--- src/rtl/store_buffer_pkg.sv ---
// Shared types and defaults for the store buffer.
// Latency: n/a (package only).
// Backpressure: n/a (package only).
package store_buffer_pkg;

   localparam int SB_DEPTH = 4;
   localparam int SB_AW    = 32;
   localparam int SB_DW    = 32;

   typedef enum logic {
      IDLE = 1'b0,
      BUSY = 1'b1
   } sb_state_e;

   // Smallest r with 2**r >= n; used to size the ring pointers.
   function automatic int clog2(input int n);
      int r;
      r = 0;
      while ((1 << r) < n) r++;
      return r;
   endfunction

endpackage

--- src/rtl/sb_fwd_match.sv ---
// Youngest-match search of a load address against the buffered store addresses.
// Latency: combinational, zero cycles.
// Backpressure: none; pure lookup with no handshake.
module sb_fwd_match
   import store_buffer_pkg::*;
#(
   parameter int DEPTH = SB_DEPTH,
   parameter int AW    = SB_AW,
   localparam int PW   = clog2(DEPTH)
) (
   input  logic [DEPTH-1:0]         valid_i,
   input  logic [DEPTH-1:0][AW-1:0] addr_i,
   input  logic [PW-1:0]            wr_ptr_i,
   input  logic [AW-1:0]            ld_addr_i,
   output logic                     hit_o,
   output logic [PW-1:0]            idx_o
);

   logic [PW-1:0] pos;

   // Walk from oldest slot (wr_ptr-DEPTH) to youngest (wr_ptr-1); the last match seen wins.
   always_comb begin
      hit_o = 1'b0;
      idx_o = '0;
      pos   = '0;
      for (int k = DEPTH; k >= 1; k--) begin
         pos = wr_ptr_i - PW'(k);
         if (valid_i[pos] && (addr_i[pos] == ld_addr_i)) begin
            hit_o = 1'b1;
            idx_o = pos;
         end
      end
   end

endmodule

--- src/rtl/store_buffer.sv ---
// In-order store buffer between the memory stage and data memory; STORE_BUFFER_FWD_EN enables load forwarding.
// Latency: mem_req rises one cycle after the first entry lands; back-to-back drains at one entry per cycle.
// Backpressure: full stalls the pipeline (stores while full are dropped and flag err_ovf); drain waits on mem_ack.
module store_buffer
   import store_buffer_pkg::*;
#(
   parameter int DEPTH = SB_DEPTH,
   parameter int AW    = SB_AW,
   parameter int DW    = SB_DW,
   localparam int PW   = clog2(DEPTH),
   localparam int CW   = PW + 1
) (
   input  logic          clk,
   input  logic          reset,
   input  logic          DM_WE,
   input  logic [AW-1:0] st_addr,
   input  logic [DW-1:0] st_data,
   output logic          full,
   output logic          empty,
   output logic          err_ovf,
   output logic          mem_req,
   output logic [AW-1:0] mem_addr,
   output logic [DW-1:0] mem_wdata,
   input  logic          mem_ack,
   input  logic [AW-1:0] ld_addr,
   output logic          ld_hit,
   output logic [DW-1:0] ld_data
);

   localparam logic [CW-1:0] DEPTH_C = CW'(DEPTH);

   sb_state_e               state_q, state_d;
   logic [PW-1:0]           wr_ptr_q, wr_ptr_d;
   logic [PW-1:0]           rd_ptr_q, rd_ptr_d;
   logic [CW-1:0]           count_q, count_d;
   logic                    err_ovf_q, err_ovf_d;
   logic [DEPTH-1:0][AW-1:0] addr_q, addr_d;
   logic [DEPTH-1:0][DW-1:0] data_q, data_d;

   logic push;
   logic pop;

   // Status is decoded from registered count so no input reaches full/empty combinationally.
   assign full    = (count_q == DEPTH_C);
   assign empty   = (count_q == '0);
   assign err_ovf = err_ovf_q;
   assign mem_req = (state_q == BUSY);

   // A same-cycle ack never frees space for a push: full comes from count_q.
   assign push = DM_WE & ~full;
   assign pop  = mem_req & mem_ack;

   // Head entry is presented only while requesting; it cannot change until acked.
   always_comb begin
      mem_addr  = '0;
      mem_wdata = '0;
      if (mem_req) begin
         mem_addr  = addr_q[rd_ptr_q];
         mem_wdata = data_q[rd_ptr_q];
      end
   end

   // Pointer, occupancy, storage and sticky overflow next-state.
   always_comb begin
      wr_ptr_d  = wr_ptr_q + PW'(push);
      rd_ptr_d  = rd_ptr_q + PW'(pop);
      count_d   = count_q + CW'(push) - CW'(pop);
      err_ovf_d = err_ovf_q | (DM_WE & full);
      addr_d    = addr_q;
      data_d    = data_q;
      if (push) begin
         addr_d[wr_ptr_q] = st_addr;
         data_d[wr_ptr_q] = st_data;
      end
   end

   // Drain FSM: start one cycle after occupancy is seen, stop when the last entry is acked.
   always_comb begin
      state_d = state_q;
      case (state_q)
         IDLE:    if (count_q != '0) state_d = BUSY;
         BUSY:    if (pop && (count_d == '0)) state_d = IDLE;
         default: state_d = IDLE;
      endcase
   end

   // State registers; reset drops any queued entries, including one mid-request.
   always_ff @(posedge clk or negedge reset) begin
      if (!reset) begin
         state_q   <= IDLE;
         wr_ptr_q  <= '0;
         rd_ptr_q  <= '0;
         count_q   <= '0;
         err_ovf_q <= 1'b0;
         addr_q    <= '0;
         data_q    <= '0;
      end else begin
         state_q   <= state_d;
         wr_ptr_q  <= wr_ptr_d;
         rd_ptr_q  <= rd_ptr_d;
         count_q   <= count_d;
         err_ovf_q <= err_ovf_d;
         addr_q    <= addr_d;
         data_q    <= data_d;
      end
   end

`ifdef STORE_BUFFER_FWD_EN
   logic [DEPTH-1:0] valid;
   logic [PW-1:0]    off;
   logic             fwd_hit;
   logic [PW-1:0]    fwd_idx;

   // Slot i is live if its distance from the head is below count; the entry being popped stays live this cycle.
   always_comb begin
      valid = '0;
      off   = '0;
      for (int i = 0; i < DEPTH; i++) begin
         off      = PW'(i) - rd_ptr_q;
         valid[i] = ({1'b0, off} < count_q);
      end
   end

   sb_fwd_match #(
      .DEPTH (DEPTH),
      .AW    (AW)
   ) u_fwd_match (
      .valid_i   (valid),
      .addr_i    (addr_q),
      .wr_ptr_i  (wr_ptr_q),
      .ld_addr_i (ld_addr),
      .hit_o     (fwd_hit),
      .idx_o     (fwd_idx)
   );

   assign ld_hit  = fwd_hit;
   assign ld_data = fwd_hit ? data_q[fwd_idx] : '0;
`else
   // Without forwarding the pipeline holds loads until empty; the lookup port is left idle.
   logic unused_ld_addr;
   assign unused_ld_addr = ^ld_addr;
   assign ld_hit  = 1'b0;
   assign ld_data = '0;
`endif

endmodule

--- config.mk ---
export PLATFORM = sky130hd
export DESIGN_NAME = store_buffer
export DESIGN_NICKNAME = d
export VERILOG_FILES = /design/src/rtl/store_buffer_pkg.sv /design/src/rtl/sb_fwd_match.sv /design/src/rtl/store_buffer.sv
export SDC_FILE = /design/constraint.sdc
export NUM_CORES = 1
export LEC_CHECK = 0
export ABC_AREA = 1
export CORE_ASPECT_RATIO = 0.75
export CORE_MARGIN = 3
export CORE_UTILIZATION = 56
export CTS_CLUSTER_DIAMETER = 50
export DETAILED_ROUTE_END_ITERATION = 10
export PLACE_DENSITY_LB_ADDON = 0.08
export SYNTH_ARGS = -nofsm -noshare
export SYNTH_HDL_FRONTEND = slang
export SYNTH_HIERARCHICAL = 1
export SYNTH_SLANG_ARGS = --single-unit
--- constraint.sdc ---
create_clock -name clk -period 3.9 [get_ports clk]
set_clock_uncertainty 0.05 [all_clocks]
set_input_delay 0.78 -clock clk [delete_from_list [all_inputs] [get_ports clk]]
set_output_delay 0.78 -clock clk [all_outputs]
set_load 0.01 [all_outputs]
==> results.md <==
Cells and area:
- Summing all multi-input logic gate instances after layout gives 0.00492 sq mm.
- In the final layout, flip-flops and latches occupy between 0.006 and 0.007 sq mm.
- After routing the design area is about 0.015 sq mm.
- The layout has roughly 1800 filler cells.
- In the final layout, the share of cells above drive strength 1 is 0.117.
- The final antenna diode count is 0.
- The final-stage net count is between 1500 and 2000.
- Compared with the post-synthesis result, the final layout area differs by 17.8%.

GRT:
- The layer flagged by global routing as most heavily used is met2.
- The via count of the first global-routing pass is 9179.
- The total global routing overflow is 0.
- The global routing met1 resource utilization is 0.355.
- The pin count of the biggest net entering global routing is 99.
- For met3 alone, demand over resource in global routing was 0.0326.
- The number of antenna violations at the first check in global routing was 0.
- The global-route wire length before repair is ~48000 um.
- The routing usage on met2 is 0.369.
- In the global route stage, overall resource usage came out at 0.234.

Setup path:
- The arrival time reported for the critical path endpoint is approximately 2800 ps.
- Traced cell by cell, the critical path runs through buf_4 -> nor2_1 -> nor2_1 -> o21ai_0 -> a21oi_1 -> clkdlybuf4s50_1.
- The worst path required time is around 3100 ps.
- The worst reg2reg path startpoint is count_q[1]$_DFF_PN0_.
- By instance count, the cell type seen most on the critical path is sky130_fd_sc_hd__nor2_1.
- The category of the worst setup path capture point is an output pin.
- The most critical setup path has its startpoint at rd_ptr_q[0]$_DFF_PN0_.
- The largest individual stage delay along the critical path comes from the cell sky130_fd_sc_hd__dfrtp_4.
- Of all nets on the critical path, the largest fanout is 27.
- The launching element type of the critical path is a register.
- For this run, the slowest stage of the critical path takes 660 ps.
- By startpoint and endpoint, the worst setup path is classified as register to output pin.

Clock network:
- The number of H-tree levels is 1.
- The tree is rooted in a sky130_fd_sc_hd__clkbuf_16.
- The later pin in the worst-skew pair is clocked with a latency of 530 ps.
- The number of sinks on the clock net is roughly 270.
- The clock passes through at most 3 buffers.
- Buffers inserted during clock tree synthesis total 28.
- The TritonCTS clock tree is done.
- The post-CTS clock slew at the launch and capture registers of the worst setup and hold paths is 60 ps.

Floorplanning:
- The height of the die is about 140 um.
- The initial core utilization is 0.572.
- Pin placement for this block handled ~200 I/O pins.
- The floorplan core area is roughly 0.022 sq mm.
- The die area is between 0.02 and 0.025 sq mm.
- The number of rows in the core area is 47.
- The die is 180 um wide.

STA:
- The worst-case headroom to the max-slew limit is 0.380.
- The total count of max-transition violations in the final report is 0.
- The hold violation count in the final report is 0.
- Across all hold checks on the routed design, the worst slack comes to ~190 ps.
- The final clock period utilization by the worst path is 0.932.
- The final-report setup violation count is 0.
- The routed design could run at a clock period as short as 3640 ps.
- The worst path meets setup with between 200 and 300 ps of slack.
- Setup repair after global routing left no endpoint under its margin.
- The maximum clock rate is 275 MHz.
- Summed over all failing endpoints, the final setup total negative slack is 0 ps.
- The slew of the pin with the lowest slew margin is roughly 930 ps.

Synth:
- In this run the mean area of a mapped cell was 8.60 sq um.
- The cell count after synthesis is 1475.
- The share of the Yosys chip area taken by registers is 0.523.
- The count of yosys warnings during synthesis is 6.
- The largest total area in the synthesized netlist belongs to sky130_fd_sc_hd__dfrtp_1.
- The area fraction of the dominant cell type after synthesis is 0.523.
- After synthesis the cells add up to 0.0127 sq mm.
- Counting distinct cell types in the post-synthesis netlist gives 25.
- Counting flops and latches in the post-synthesis netlist gives roughly 270.
- After synthesis, the cell types taking the most area are sky130_fd_sc_hd__dfrtp_1 (52%), sky130_fd_sc_hd__o21ai_0 (9.2%), sky130_fd_sc_hd__nand2_1 (7.9%).

Flow run:
- The tool flagged a number of max-cap violations equal to 0.

Status:
- The run finished with clean final reports.

Worst hold path:
- The classification of the worst-slack hold path is input pin to async pin.

Detailed routing:
- After detailed routing, the average wire length per cell comes to 15.5 um.
- The final wirelength is slightly below 30000 um.
- The number of nets with antenna violations after routing is 0.
- The number of detailed-route iterations in the first pass is 5.
- The remaining design rule violation count is 0.
- The count of vias placed by the detailed router is approximately 9900.
- The initial detailed-routing violation count is between 700 and 800.
- After detailed routing, the number of vias per cell comes to about 5.3.

Power:
- The highest ir drop seen on vdd is about 0.00044 V.
- Of the total power, registers draw 0.335.
- Of the total power, combinational logic draws 0.449.
- Of the total power, the clock network draws 0.216.
- The power density over the cells is roughly 940 mW/mm^2.
- The analysis attributes to cell leakage a power of between 0.007 and 0.008 uW.
- The internal power of the cells totals roughly 8700 uW.
- Of the total power, the share spent switching nets is 0.379.
- Summed over all nets, the switching power comes to approximately 5300 uW.

Placement:
- Once placement finished, the instance area stood at around 0.014 sq mm.
- OpenSTA, run right after detailed placement, puts the worst setup slack at 619 ps.
- After legalization and detailed placement, the total HPWL measured 16900 um.
- Port buffering added 135 buffers.
- The congestion estimate from routability-driven global placement came to 0.762.
[logic make-up (layout without fill, tap and decap cells)]
| group | Yosys count | in the layout | share of synthesized area |
|---|---|---|---|
| DFF | 265 | 265 | 0.523 |
| and+or+nand+nor | 535 | 535 | 0.163 |
| xor gates and xnor gates | 2 | 2 | 0.00138 |
| other | 1 | 33 | 0.000296 |
| adders and majority gates | 5 | 5 | 0.00552 |
| AOI/OAI and AO/OA | 449 | 449 | 0.207 |
| buffers and inverters | 218 | 291 | 0.100 |
[area by class of cell]
class	instances	area share
flip-flops and latches	265	0.444
multi-input cells	1024	0.329
repair buffers	158	0.110
clock buffers	36	0.0536
well taps	294	0.0246
inverters	81	0.0204
clock inverters	16	0.0181
[registers in the layout, summed over array words and instances, names as in the netlist]
signal	cells
addr_q	128
data_q	128
count_q	3
rd_ptr_q	2
wr_ptr_q	2
mem_req	1
err_ovf	1
[power groups by stage]
| stage | clock, uW | sequential (uW) | combinational [uW] |
|---|---|---|---|
| floorplan | 0 | 4530 | 4240 |
| global placement | 0 | 4720 | 6110 |
| detailed placement | 0 | 4760 | 6220 |
| CTS | 3070 | 4730 | 6280 |
| global route | 3180 | 4860 | 7040 |
| finish | 3030 | 4700 | 6280 |
[metal layers]
layer,vias to the layer above,wire [um]
li1,4874,-
met1,4692,14000
met2,295,13100
met3,25,1630
met4,0,369
met5,-,0
[synthesized netlist by cell type]
cell and count:
sky130_fd_sc_hd__nand2_1 267, sky130_fd_sc_hd__clkbuf_2 11, sky130_fd_sc_hd__conb_1 1, sky130_fd_sc_hd__buf_6 32, sky130_fd_sc_hd__a21oi_1 64, sky130_fd_sc_hd__o21ai_0 234, sky130_fd_sc_hd__o21ai_2 100, sky130_fd_sc_hd__nand3_2 2
sky130_fd_sc_hd__dfrtp_1 265, sky130_fd_sc_hd__nand3b_4 2, sky130_fd_sc_hd__inv_2 2, sky130_fd_sc_hd__nand3_4 1, sky130_fd_sc_hd__buf_2 21, sky130_fd_sc_hd__nand3_1 2, sky130_fd_sc_hd__xor2_1 2, sky130_fd_sc_hd__inv_1 79
sky130_fd_sc_hd__buf_1 4, sky130_fd_sc_hd__fa_1 1, sky130_fd_sc_hd__nor2_1 260, sky130_fd_sc_hd__ha_1 4, sky130_fd_sc_hd__o21bai_1 1, sky130_fd_sc_hd__o21ai_1 50, sky130_fd_sc_hd__nor3_1 1, sky130_fd_sc_hd__buf_4 46
sky130_fd_sc_hd__clkbuf_1 23
[placed cells by master (no fill, tap or decap), types with 2 or more instances in the layout]
master	instances
sky130_fd_sc_hd__clkbuf_16	28
sky130_fd_sc_hd__clkbuf_8	7
sky130_fd_sc_hd__nor2_1	260
sky130_fd_sc_hd__conb_1	33
sky130_fd_sc_hd__dfrtp_1	263
sky130_fd_sc_hd__nand3b_4	2
sky130_fd_sc_hd__nand3_4	3
sky130_fd_sc_hd__inv_1	78
sky130_fd_sc_hd__nand2_1	267
sky130_fd_sc_hd__bufinv_16	7
sky130_fd_sc_hd__a21oi_1	64
sky130_fd_sc_hd__buf_4	14
sky130_fd_sc_hd__o21ai_2	100
sky130_fd_sc_hd__clkdlybuf4s50_1	134
sky130_fd_sc_hd__xor2_1	2
sky130_fd_sc_hd__buf_12	8
sky130_fd_sc_hd__nand3_1	2
sky130_fd_sc_hd__o21ai_1	50
sky130_fd_sc_hd__o21ai_0	234
sky130_fd_sc_hd__ha_1	4
sky130_fd_sc_hd__clkinv_2	8
sky130_fd_sc_hd__inv_2	2
[critical path: cells and delay by family, from the launching register on]
kind | cells | cell delay (ps)
buf+inv | 2 | 990
flops | 1 | 660
compound gates | 2 | 430
simple gates | 2 | 180
[stage by stage]
stage	cells	utilization	total power, uW
2_1_floorplan	1507	-	8770
6_report	1874	0.674	14000
3_5_place_dp	1821	0.625	11000
3_3_place_gp	1821	0.625	10800
4_1_cts	1873	0.673	14100
5_1_grt	1874	0.674	15100
[what timing repair did]
action                     CTS  global route
setup buffers                0             1
resized for setup            0             0
hold buffers                 0             0
setup endpoints to repair    0             1
[final timing paths]
check | endpoint | slack, ps | cells past startpoint
worst max-delay path | mem_wdata[31] | 260 | 6
worst min-delay path | data_q[40]$_DFFE_PN0P_ | 190 | 1
worst max register to register | mem_req$_DFF_PN0_ | 1420 | 15
worst min register to register | err_ovf$_DFF_PN0_ | 420 | 1
max in group asynchronous | data_q[116]$_DFFE_PN0P_ | 2680 | 2
min in group clk | err_ovf$_DFF_PN0_ | 420 | 1
No activity file was read; power rests on OpenSTA's default activity.
